$ cat src/rtl/pipeline_perf_counter.sv
// Performance monitor for the 5-stage pipeline: cycles, load-use stalls,
// branch flushes, retired instructions and longest stall run, with a
// snapshot bank read back through a registered select port.

// Saturating event counter lane with sticky overflow.
// nxt_o / ovf_nxt_o expose the post-event, pre-clear value so the snapshot
// bank can capture this cycle's events even when a clear lands with it.
module pipeline_perf_counter_sat #(
  parameter int W = 32
) (
  input  logic         clk_i,
  input  logic         rst_i,
  input  logic         clr_i,
  input  logic         inc_i,
  output logic [W-1:0] nxt_o,
  output logic         ovf_nxt_o
);
  logic [W-1:0] cnt_q;
  logic         ovf_q;

  // Increment unless already at all-ones; an increment at all-ones sets the sticky flag.
  always_comb begin
    nxt_o     = cnt_q;
    ovf_nxt_o = ovf_q;
    if (inc_i) begin
      if (cnt_q == '1) ovf_nxt_o = 1'b1;
      else             nxt_o     = cnt_q + 1'b1;
    end
  end

  // Clear beats the same-cycle event.
  always_ff @(posedge clk_i) begin
    if (rst_i || clr_i) begin
      cnt_q <= '0;
      ovf_q <= 1'b0;
    end else begin
      cnt_q <= nxt_o;
      ovf_q <= ovf_nxt_o;
    end
  end
endmodule

module pipeline_perf_counter #(
  parameter int CNT_W = 32,
  parameter int SEL_W = 3
) (
  input  logic             clk_i,
  input  logic             rst_i,
  input  logic             start_i,
  input  logic             freeze_i,
  input  logic             stall_i,
  input  logic             branch_i,
  input  logic             flush_i,
  input  logic             retire_i,
  input  logic             clear_i,
  input  logic             snap_i,
  input  logic             rd_en_i,
  input  logic [SEL_W-1:0] rd_sel_i,
  output logic [CNT_W-1:0] rd_data_o,
  output logic             rd_valid_o,
  output logic             running_o
);
  typedef enum logic [1:0] {IDLE, RUN, HOLD} state_t;

  localparam int NEV = 4;                    // cyc, stall, flush, retire
  localparam int FW  = (CNT_W < 5) ? CNT_W : 5;

  state_t state;
  logic   in_run;

  logic [NEV-1:0]            ev;
  logic [NEV-1:0][CNT_W-1:0] cnt_nx;
  logic [NEV-1:0]            ovf_nx;

  logic [CNT_W-1:0] run_q, run_nx, max_q, max_nx;
  logic             run_ovf_q, run_ovf_nx;

  logic [4:0]       flags_nx;
  logic [CNT_W-1:0] flag_word;
  logic [CNT_W-1:0] snap_q [6];

  logic [1:0]       vld_pipe;
  logic [SEL_W-1:0] sel_q;
  logic [CNT_W-1:0] rd_mux;

  // Control FSM; running_o is registered alongside the state it reflects.
  // Dropping start_i takes priority over freeze_i in RUN and HOLD.
  always_ff @(posedge clk_i) begin
    if (rst_i) begin
      state     <= IDLE;
      running_o <= 1'b0;
    end else begin
      case (state)
        IDLE: if (start_i) begin
          state     <= RUN;
          running_o <= 1'b1;
        end
        RUN: if (!start_i) begin
          state     <= IDLE;
          running_o <= 1'b0;
        end else if (freeze_i) begin
          state     <= HOLD;
          running_o <= 1'b0;
        end
        HOLD: if (!start_i) begin
          state     <= IDLE;
          running_o <= 1'b0;
        end else if (!freeze_i) begin
          state     <= RUN;
          running_o <= 1'b1;
        end
        default: begin
          state     <= IDLE;
          running_o <= 1'b0;
        end
      endcase
    end
  end

  // Events only count in a cycle whose current state is RUN.
  assign in_run = (state == RUN);
  assign ev     = in_run ? {retire_i, flush_i, stall_i & ~branch_i, 1'b1} : '0;

  generate
    for (genvar g = 0; g < NEV; g++) begin : g_cnt
      pipeline_perf_counter_sat #(.W(CNT_W)) u_cnt (
        .clk_i     (clk_i),
        .rst_i     (rst_i),
        .clr_i     (clear_i),
        .inc_i     (ev[g]),
        .nxt_o     (cnt_nx[g]),
        .ovf_nxt_o (ovf_nx[g])
      );
    end
  endgenerate

  // Stall run: grows on a counted stall, restarts on any other RUN cycle,
  // frozen outside RUN. max_run compares against the incremented run.
  always_comb begin
    run_nx     = run_q;
    max_nx     = max_q;
    run_ovf_nx = run_ovf_q;
    if (ev[1]) begin
      if (run_q == '1) run_ovf_nx = 1'b1;
      else             run_nx     = run_q + 1'b1;
      if (run_nx > max_q) max_nx = run_nx;
    end else if (in_run) begin
      run_nx = '0;
    end
  end

  // Run tracking registers; clear beats the same-cycle stall.
  always_ff @(posedge clk_i) begin
    if (rst_i || clear_i) begin
      run_q     <= '0;
      max_q     <= '0;
      run_ovf_q <= 1'b0;
    end else begin
      run_q     <= run_nx;
      max_q     <= max_nx;
      run_ovf_q <= run_ovf_nx;
    end
  end

  // Overflow flags packed into the low bits of a counter-wide word.
  assign flags_nx = {run_ovf_nx, ovf_nx};
  always_comb begin
    flag_word          = '0;
    flag_word[FW-1:0]  = flags_nx[FW-1:0];
  end

  // Snapshot bank captures post-event, pre-clear values; clear_i never touches it.
  always_ff @(posedge clk_i) begin
    if (rst_i) begin
      for (int i = 0; i < 6; i++) snap_q[i] <= '0;
    end else if (snap_i) begin
      for (int i = 0; i < NEV; i++) snap_q[i] <= cnt_nx[i];
      snap_q[4] <= max_nx;
      snap_q[5] <= flag_word;
    end
  end

  // Read select; unused selects return zero.
  always_comb begin
    case (sel_q)
      SEL_W'(0): rd_mux = snap_q[0];
      SEL_W'(1): rd_mux = snap_q[1];
      SEL_W'(2): rd_mux = snap_q[2];
      SEL_W'(3): rd_mux = snap_q[3];
      SEL_W'(4): rd_mux = snap_q[4];
      SEL_W'(5): rd_mux = snap_q[5];
      default:   rd_mux = '0;
    endcase
  end

  // Two-stage read: capture the request, then read the bank one edge later
  // so a snapshot taken with the request is the one returned.
  always_ff @(posedge clk_i) begin
    if (rst_i) begin
      vld_pipe  <= '0;
      sel_q     <= '0;
      rd_data_o <= '0;
    end else begin
      vld_pipe <= {vld_pipe[0], rd_en_i};
      if (rd_en_i)     sel_q     <= rd_sel_i;
      if (vld_pipe[0]) rd_data_o <= rd_mux;
    end
  end

  assign rd_valid_o = vld_pipe[1];
endmodule

$ cat config.mk
export PLATFORM = sky130hd
export DESIGN_NAME = pipeline_perf_counter
export DESIGN_NICKNAME = d
export VERILOG_FILES = /design/src/rtl/pipeline_perf_counter.sv
export SDC_FILE = /design/constraint.sdc
export NUM_CORES = 1
export LEC_CHECK = 0
export CAP_MARGIN = 20
export CORE_UTILIZATION = 69
export CTS_BUF_LIST = sky130_fd_sc_hd__clkbuf_2 sky130_fd_sc_hd__clkbuf_4 sky130_fd_sc_hd__clkbuf_8
export CTS_CLUSTER_SIZE = 40
export DETAILED_ROUTE_END_ITERATION = 10
export PLACE_DENSITY = 0.95
export REMOVE_ABC_BUFFERS = 1
export SLEW_MARGIN = 20
export SYNTH_ARGS = -nofsm -noshare
export SYNTH_HDL_FRONTEND = slang
export SYNTH_SLANG_ARGS = --single-unit
$ cat constraint.sdc
create_clock -name clk_i -period 8.85 [get_ports clk_i]
set_clock_uncertainty 0.05 [all_clocks]
set_input_delay 2.655 -clock clk_i [delete_from_list [all_inputs] [get_ports clk_i]]
set_output_delay 2.655 -clock clk_i [all_outputs]
set_load 0.02 [all_outputs]
# After elaboration in Yosys (flattened, before gate mapping)
# Memories as Yosys holds them, arrays and structs flattened.
# Index checks and enable logic that the tools add are counted.
# totals
register_bits	237
ram_bits	192
input_bits	14
out_inout_bits	34
word_cells	100
n_memories	1
# classes
addsub	5
magnitude_cmp	1
eq_ne	15
muxes	49
bitwise_logic	8
reduce_logical	5
# mem_list
memory	words	word_bits	rd	rd_ports_with_merged_regs	wr	line_no	rtl
snap_q	6	32	6	0	6	80	logic [CNT_W-1:0] snap_q [6];
# ops
cell	count
32-bit two-way mux	20
32-bit one-hot mux with 6 select lines	1
32-bit by 1-bit adder with 32-bit output (second input constant)	5
32-bit equality test (second input constant)	5
32-bit greater-than comparator	1
1-bit two-way mux	20
2-bit two-way mux	5
3-bit by 2-bit equality test with 1-bit output (second input constant)	2
3-bit equality test (second input constant)	2
3-bit inequality test (second input constant)	2
1-bit OR	6
2-bit one-hot mux with 3 select lines	1
4-bit two-way mux	1
3-bit by 1-bit equality test with 1-bit output (second input constant)	1
3-bit zero test	1
1-bit one-hot mux with 3 select lines	1
3-bit AND reduction	1
2-bit by 1-bit equality test with 1-bit output (second input constant)	1
2-bit equality test (second input constant)	1
2-bit zero test	1
2-bit inequality test (second input constant)	1
2-bit nonzero test	1
1-bit AND	1
1-bit logical OR	1
1-bit NOT	1

# Longest topological paths before layout
# depth
ltp_word	8
mapped_depth	17
mapped_depth_nobuf	13

# Hierarchy
# From an unflattened synthesis, not the netlist that was laid out.
# hier_totals
cells_unflattened	2146
hier_area_um2	21003.9
# by_module_without_submodules
module	instances	cells_per_inst	area_each_um2	seq_area_each_um2
pipeline_perf_counter	1	1186	12916.1	7056.8
pipeline_perf_counter_sat	4	240	2021.9	660.6

# Worst setup path after synthesis
# No wires, ideal clock.
# synth_timing
path_type	input port to flip-flop
startpoint	input port rst_i
endpoint	memory snap_q[0][0] (enable)
setup_time_ns	0.456
arrival_time_ns	5.243
required_time_ns	8.344
path_slack_ns	3.102
cell_stages	3
path_buffers	2
cell_sequence	clkbuf_1 clkbuf_1 or2_2
# synth_rtl
item	line_no	rtl
start, declared	48	input logic rst_i,
end, declared	80	

==> impl_results.md <==
- Status: finished clean
- Core footprint: 27100 um2
- Worst slew slack as a fraction of its limit: between 20% and 30%
- Initial antenna violation count: 0
- Mean area per synthesized cell: about 9.8 um2
- Num CTS Buffers: 61
- # rows: 60
- Most repeated cell in the gate-level netlist after synthesis: sky130_fd_sc_hd__nor2_1
- Antenna violation net count after detailed routing: 0
- Number of hold violations in the final report: 0
- Highest achievable clock rate: between 150 and 200 MHz
- Max-cap violations: 0
- Final design area excluding fillers: 21000 um2
- Maximum level of the CTS H-tree: 2
- Per-cell via count in the routed design: ~6.9
- Period utilization: 65.3%
- Routability congestion estimate: about 1
- Final period demand of the worst path: between 5 and 6 ns
- TritonCTS clock tree: built
- GRT Residual Overflow: 0
- Crit path largest cell delay: roughly 0.79 ns
- Maximum number of pins on one net before global-route repair: a little over 90
- Register bit total from synthesis: 402
- Maximum count of clock buffers along a single path: 3
- Cell Area, Placed: slightly below 20000 um2
- Post-synth EDFFs: 165
- Measured slew at the worst slew-check pin: 1.12 ns
- Cell family with the largest share of critical-path delay: simple AND/OR/NAND/NOR gates
- Full die area: 28400 um2
- Post-Syn Area: 19100 um2
- Most instantiated flip-flop cell in the synthesis netlist: sky130_fd_sc_hd__dfxtp_1
- First-pass iteration count of the detailed router: 9
- Finish-stage setup viols: 0
- Proportion of synthesized chip area in sequential cells: 50.7%
- Parity-gate share of the synthesized area counting xor and xnor cells: 5.95%
- Post-layout util: roughly 78%
- Initial cell density of the core: between 70% and 80%
- Total track usage: a little under two fifths
- Area added between synthesis and finish: 9.78%
- Max-slew violation total from the final report: 0
- First-pass GRT wire length: 83900 um
- Iteration-0 DRC Markers: between 2000 and 2500
- Final net count: around 2000
- Category of the critical setup timing path: register to register
- Worst skew pair latency: ~0.64 ns
- CTS clk-pin slew, worst paths: 0.07 ns
- Worst path cell trace: ha_1 > and4_1 > and4_1 > and3_1 > nor4b_1 > or2_2 > ha_1 > nand4_1 > nor4_1 > nor3b_1 > o31a_1 > buf_4 > o22ai_1 > a21oi_1
- Number of port buffers: 47
- Synthesized netlist cell count: roughly 2000
- Standby leakage power: 7.08 nW
- Distinct cells, synth: 86
- Biggest fanout along the worst timing path: 23
- Main combinational cell family by area after synthesis: simple AND/OR/NAND/NOR gates
- Data arrival at the endpoint of the critical path: between 6 and 7 ns
- Required time worst endpoint: between 9 and 10 ns
- Total number of clock tree sinks: approximately 400
- Adder and majority gate portion of the synthesized area: around 2.5%
- Number of vias in the routed layout: about 16000
- Final-layout setup total negative slack: 0 ns
- Number of buffers inserted by hold repair at cts: 0
- Share of final-layout standard cells stronger than drive strength 1: approximately a tenth
- Clock Tree Root: sky130_fd_sc_hd__clkbuf_8
- Detail-routed net length per standard cell: about 22 um
- Worst path slowest cell: sky130_fd_sc_hd__nor4_1
- Die height: between 150 and 200 um
- Antenna cell count: 0
- Share of synthesized area spent on multiplexers: 4.55%
- Number of primary I/O pins: 48
- Count of warnings emitted by yosys: 0
- Buffers & Inverters on Critical Path: 1
- Die X: about 170 um
- Vias in the first global route: roughly 16000
- Cell type with the highest aggregate area in the netlist: sky130_fd_sc_hd__edfxtp_1
- Top post-synthesis cells by count: 375 x sky130_fd_sc_hd__nor2_1, 237 x sky130_fd_sc_hd__dfxtp_1, 165 x sky130_fd_sc_hd__edfxtp_1
- Class of the tightest hold or removal check: register to register
- Proportion of register bits with asynchronous set or reset after synthesis: 0%
- Power density of the placed cells: approximately 180 nW/um2
- Simple logic cell fraction of the synthesized area: 21.3%
- Cts repair resizes: 0
- Category of the worst setup path launch point: register
- Worst-case vdd ir drop: 0.148 mV
- Final routed wirelength across all metal layers: between 50000 and 60000 um
- Most area-consuming cells after synthesis: sky130_fd_sc_hd__edfxtp_1 26%, sky130_fd_sc_hd__dfxtp_1 25%, sky130_fd_sc_hd__nor2_1 7.4%
- Post-route DRC violation count: 0
- RSZ-0062 raised after global routing: no
- Fraction of synthesized cell area taken by the top area cell type: between 20% and 30%
- Total power after layout: 3.77 mW
- Number of post-CTS setup repair buffers: 0
- Half-perimeter wire length after placement: approximately 33000 um
- Compound-cell area share of the yosys netlist: between 10 and 15%
- Endpoint kind of the worst setup timing path: register
## cells by family (layout without fill, tap and decap cells)
group / count (synthesis) / after routing
DFF: 402 / 402
xor gates and xnor gates: 130 / 130
AOI/OAI and AO/OA: 351 / 351
muxes: 52 / 52
adders and majority gates: 38 / 38
and+or+nand+nor: 816 / 816
buffers and inverters: 169 / 229
## state kept, by name, summed over array words and instances (netlist names), 2 cells and up
register and cells:
g_cnt.u_cnt.cnt_q 128, g_cnt.u_cnt.ovf_q 4, max_q 32, rd_data_o 32
run_q 32, sel_q 3, snap_q 165, state 2
vld_pipe 2
## final timing paths
kind,end,from,slack (ns),cells after the start
min reg2reg,g_cnt[2].u_cnt.ovf_q,g_cnt[2].u_cnt.ovf_q,0.43,2
max,snap_q[4][23],run_q[0],3.07,14
min,g_cnt[2].u_cnt.ovf_q,g_cnt[2].u_cnt.ovf_q,0.43,2
max reg2reg,snap_q[4][23],run_q[0],3.07,14
## cell usage in the layout, fill, tap and decap left out, drive strengths merged, types with 36 or more instances in the layout
cell and instances:
nor3 41, nand4 50, nand3 86, a22oi 36, dfxtp 237, inv 51, clkdlybuf4s50 46, xor2 52
o21ai 47, ha 37, xnor2 78, nor2 375, clkbuf 91, a21oi 164, edfxtp 165, nand2 93
## worst register-to-register path, cell delays in order, from the launching register on
cell and delay, ns:
sky130_fd_sc_hd__dfxtp_1 0.43, sky130_fd_sc_hd__ha_1 0.33, sky130_fd_sc_hd__and4_1 0.38, sky130_fd_sc_hd__and4_1 0.42, sky130_fd_sc_hd__and3_1 0.63, sky130_fd_sc_hd__nor4b_1 0.16, sky130_fd_sc_hd__or2_2 0.31, sky130_fd_sc_hd__ha_1 0.30
sky130_fd_sc_hd__nand4_1 0.17, sky130_fd_sc_hd__nor4_1 0.79, sky130_fd_sc_hd__nor3b_1 0.50, sky130_fd_sc_hd__o31a_1 0.41, sky130_fd_sc_hd__buf_4 0.34, sky130_fd_sc_hd__o22ai_1 0.14, sky130_fd_sc_hd__a21oi_1 0.24
## final cells by class
class / instances / area (um2)
Sequential cell: 402 / 9700
Multi-Input combinational cell: 1387 / 8780
Timing Repair Buffer: 64 / 593
Fill cell: 1509 / 6100
Inverter: 52 / 195
Tap cell: 372 / 465
Clock buffer: 91 / 1100
Clock inverter: 22 / 171
## stage by stage
| stage | setup slack, ns | std cells | hold WS, ns |
|---|---|---|---|
| after floorplan | 2.62 | 1841 | 0.374 |
| after global placement | 3.33 | 2277 | 0.398 |
| after detailed placement | 3.19 | 2277 | 0.414 |
| after CTS | 3.24 | 2390 | 0.427 |
| after global routing | 2.86 | 2390 | 0.448 |
| final | 3.07 | 2390 | 0.431 |
## report_power, final
group / switching, mW / total (mW) / leakage (nW) / internal [mW]
registers: 0.0322 / 2.00 / 3.72 / 1.97
clock network: 0.739 / 1.59 / 0.672 / 0.853
logic: 0.117 / 0.177 / 2.69 / 0.0598
total: 0.889 / 3.77 / 7.08 / 2.88
## metal layers
layer  wire (um)  track usage, %
met1       18900            48.2
met2       25300            61.7
met3        6230            6.29
met4        2550            17.0
met5           0               0
Note: power is estimated with default switching activity, not from simulation.
==> RTL edit, RTL diff (config.mk and constraints unchanged) <==
The parameter `SEL_W` goes from 3 to 4.
--- a/src/rtl/pipeline_perf_counter.sv
+++ b/src/rtl/pipeline_perf_counter.sv
@@ -42,7 +42,7 @@
 
 module pipeline_perf_counter #(
   parameter int CNT_W = 32,
-  parameter int SEL_W = 3
+  parameter int SEL_W = 4
 ) (
   input  logic             clk_i,
   input  logic             rst_i,
Ports: changed (resized rd_sel_i); port bits go from 48 to 49. No check against the original RTL was run, so the function may have changed too.
==> RTL edit against the original RTL <==
- total power is 0.78% lower
- worst setup slack better by 530 ps
- core utilization is 0.93 points higher
- final area is 5.4% lower
- sequential power hardly changed
- routed wire length is 7.6% lower
- count of clock-buffer cells in the layout is 3 higher
- cell count is 6.0% lower
- synthesized area is 6.5% lower
- largest cell class unchanged
- hold slack worse by 1.9 ps
- sequential cell count is 1 higher
==> RTL edit: results (changes against the original RTL) <==
grt_use_met2_pct: 59.85  # -1.9 points
drv_slew: 0  # unchanged
syn_inst: 1829  # -6.6%
ir_drop_uv: 147.3  # -0.31%
placed_cells: 2133  # -6.3%
antenna_found_initial: 1  # +1
r2r_start: "run_q[13]"
hp-start: "g_cnt[0].u_cnt.ovf_q"
gp_congestion: 0.9207  # -6.3%
io_buffers: 48  # +2.1%
critPathMaxFanout: 32  # +39%
drtIter0Drc: 2415  # +6.2%
dr.pass1.iters: 6  # -3
yosys-top-cells-count: "454 x nor2_1, 238 x dfxtp_1, 165 x edfxtp_1"
cts_made_buffers: 60  # -1.6%
slew_headroom_pct: 25.73  # +0.59 points
arrival_ps: 5530  # -640 ps
status: "finished, final reports clean"
dpl_cell_area_sq_um: 18570  # -5.9%
topRoutingLayerUsed: "met5"
instances_no_fill: 2246  # -6.0%
synth-edff-count: 165  # unchanged
fill_cells: 1412  # -6.4%
cts_buffer_depth: 3  # unchanged
met1_usage_pct: 43.75  # -4.5 points
regToRegSetupSlack_ps: 3600  # +530 ps
wl_met2_microns: 23020  # -9.1%
synth-adder-area-share_pct: 2.645  # +0.17 points
vias_per_cell: 6.614  # -3.9%
grt_pass1_vias: 14460  # -8.5%
synth-seq-area-share_pct: 54.36  # +3.7 points
drive_gt1_share_pct: 8.507  # -1.8 points
final_cell_area_sq_um: 19870  # -5.4%
track_usage_pct: 36.61  # -0.65 points
synth_top_family_by_area: "simple AND/OR/NAND/NOR gates"
synth.distinct_cells: 70  # -19%
synth.area.top_cells: "edfxtp_1 28%, dfxtp_1 27%, nor2_1 9.5%"
nNetsFinal: 1918  # -5.0%
use_met3_pct: 7.970  # +1.7 points
routed_wl_microns: 48920  # -7.6%
dp_hpwl_microns: 30950  # -6.9%
async_flop_share_pct: 0  # unchanged
path_clk_slew_ps: 70  # about the same
ys_warn_count: 0  # unchanged
synthMuxAreaShare_pct: 2.645  # -1.9 points
cts_hold_buf: 0  # unchanged
grt_max_degree: 107  # +15%
timing.rr.end: "snap_q[4][28]"
synth_compound_area_share_pct: 8.873  # -2.5 points
wl_met3_microns: 5218  # -16%
synth_xor_area_share_pct: 7.285  # +1.3 points
intPower_mw: 2.867  # -0.58%
worstHoldEndpoint: "g_cnt[0].u_cnt.ovf_q"
grt_pass1_wl_microns: 74840  # -11%
root_buffer: "clkbuf_8"
power.leakage_nw: 7.062  # -0.31%
wl_met1_microns: 17290  # -8.4%
==> RTL edit: cell count changes after synthesis, sizes merged, moves of 17 or more <==
cell   change
a21oi     -90
mux4      -27
o22ai     -17
a22oi     +38
o21ai     -31
a31oi     +20
or2       -17
buf       -21
mux2i     +29
nand3     -24
xor2      +27
nor2      +79
==> RTL edit: cell type report <==
class	instances	share of cell area, %
repair buffers	63	3.042
inverters	46	0.8692
flip-flops and latches	403	48.93
clock buffers	94	5.757
clock inverters	18	0.6046
well taps	330	2.078
multi-input cells	1292	38.72
==> RTL edit: critical path: stages, from the launching register on <==
cell	delay, ps
dfxtp_1	510
and4_1	350
nand4_2	280
nor4_1	760
nand4_1	240
xnor2_1	390
ha_1	200
nand4_1	180
nor4_1	510
and3_1	280
a31oi_1	130
o21ai_4	110
buf_4	490
mux2i_1	350
nor2_1	100
==> RTL edit: worst max path at each step <==
stage	startpoint	endpoint	slack, ps	depth (start not counted)
4_1_cts	run_q[13]	snap_q[4][20]	3790	14
6_report	run_q[13]	snap_q[4][28]	3600	14
3_3_place_gp	rst_i	snap_q[4][7]	3360	4
2_1_floorplan	rst_i	snap_q[0][31]	2740	2
5_1_grt	run_q[13]	snap_q[4][7]	3380	14
3_5_place_dp	rst_i	snap_q[4][12]	3270	4
==> RTL edit: stage by stage <==
step           setup slack (ps)  hold WS, ps
2_1_floorplan              2741        373.9
3_3_place_gp               3356        385.4
3_5_place_dp               3275        401.4
4_1_cts                    3789        415.4
5_1_grt                    3381        438.5
6_report                   3603        428.9
==> RTL edit: power groups by stage <==
stage,Combinational [mW],Sequential (mW),Clock [mW]
after floorplan,0.0772,2.03,0
after global placement,0.144,2.03,0
after detailed placement,0.148,2.04,0
after CTS,0.150,2.00,1.58
after global routing,0.165,2.00,1.66
final,0.159,2.00,1.58
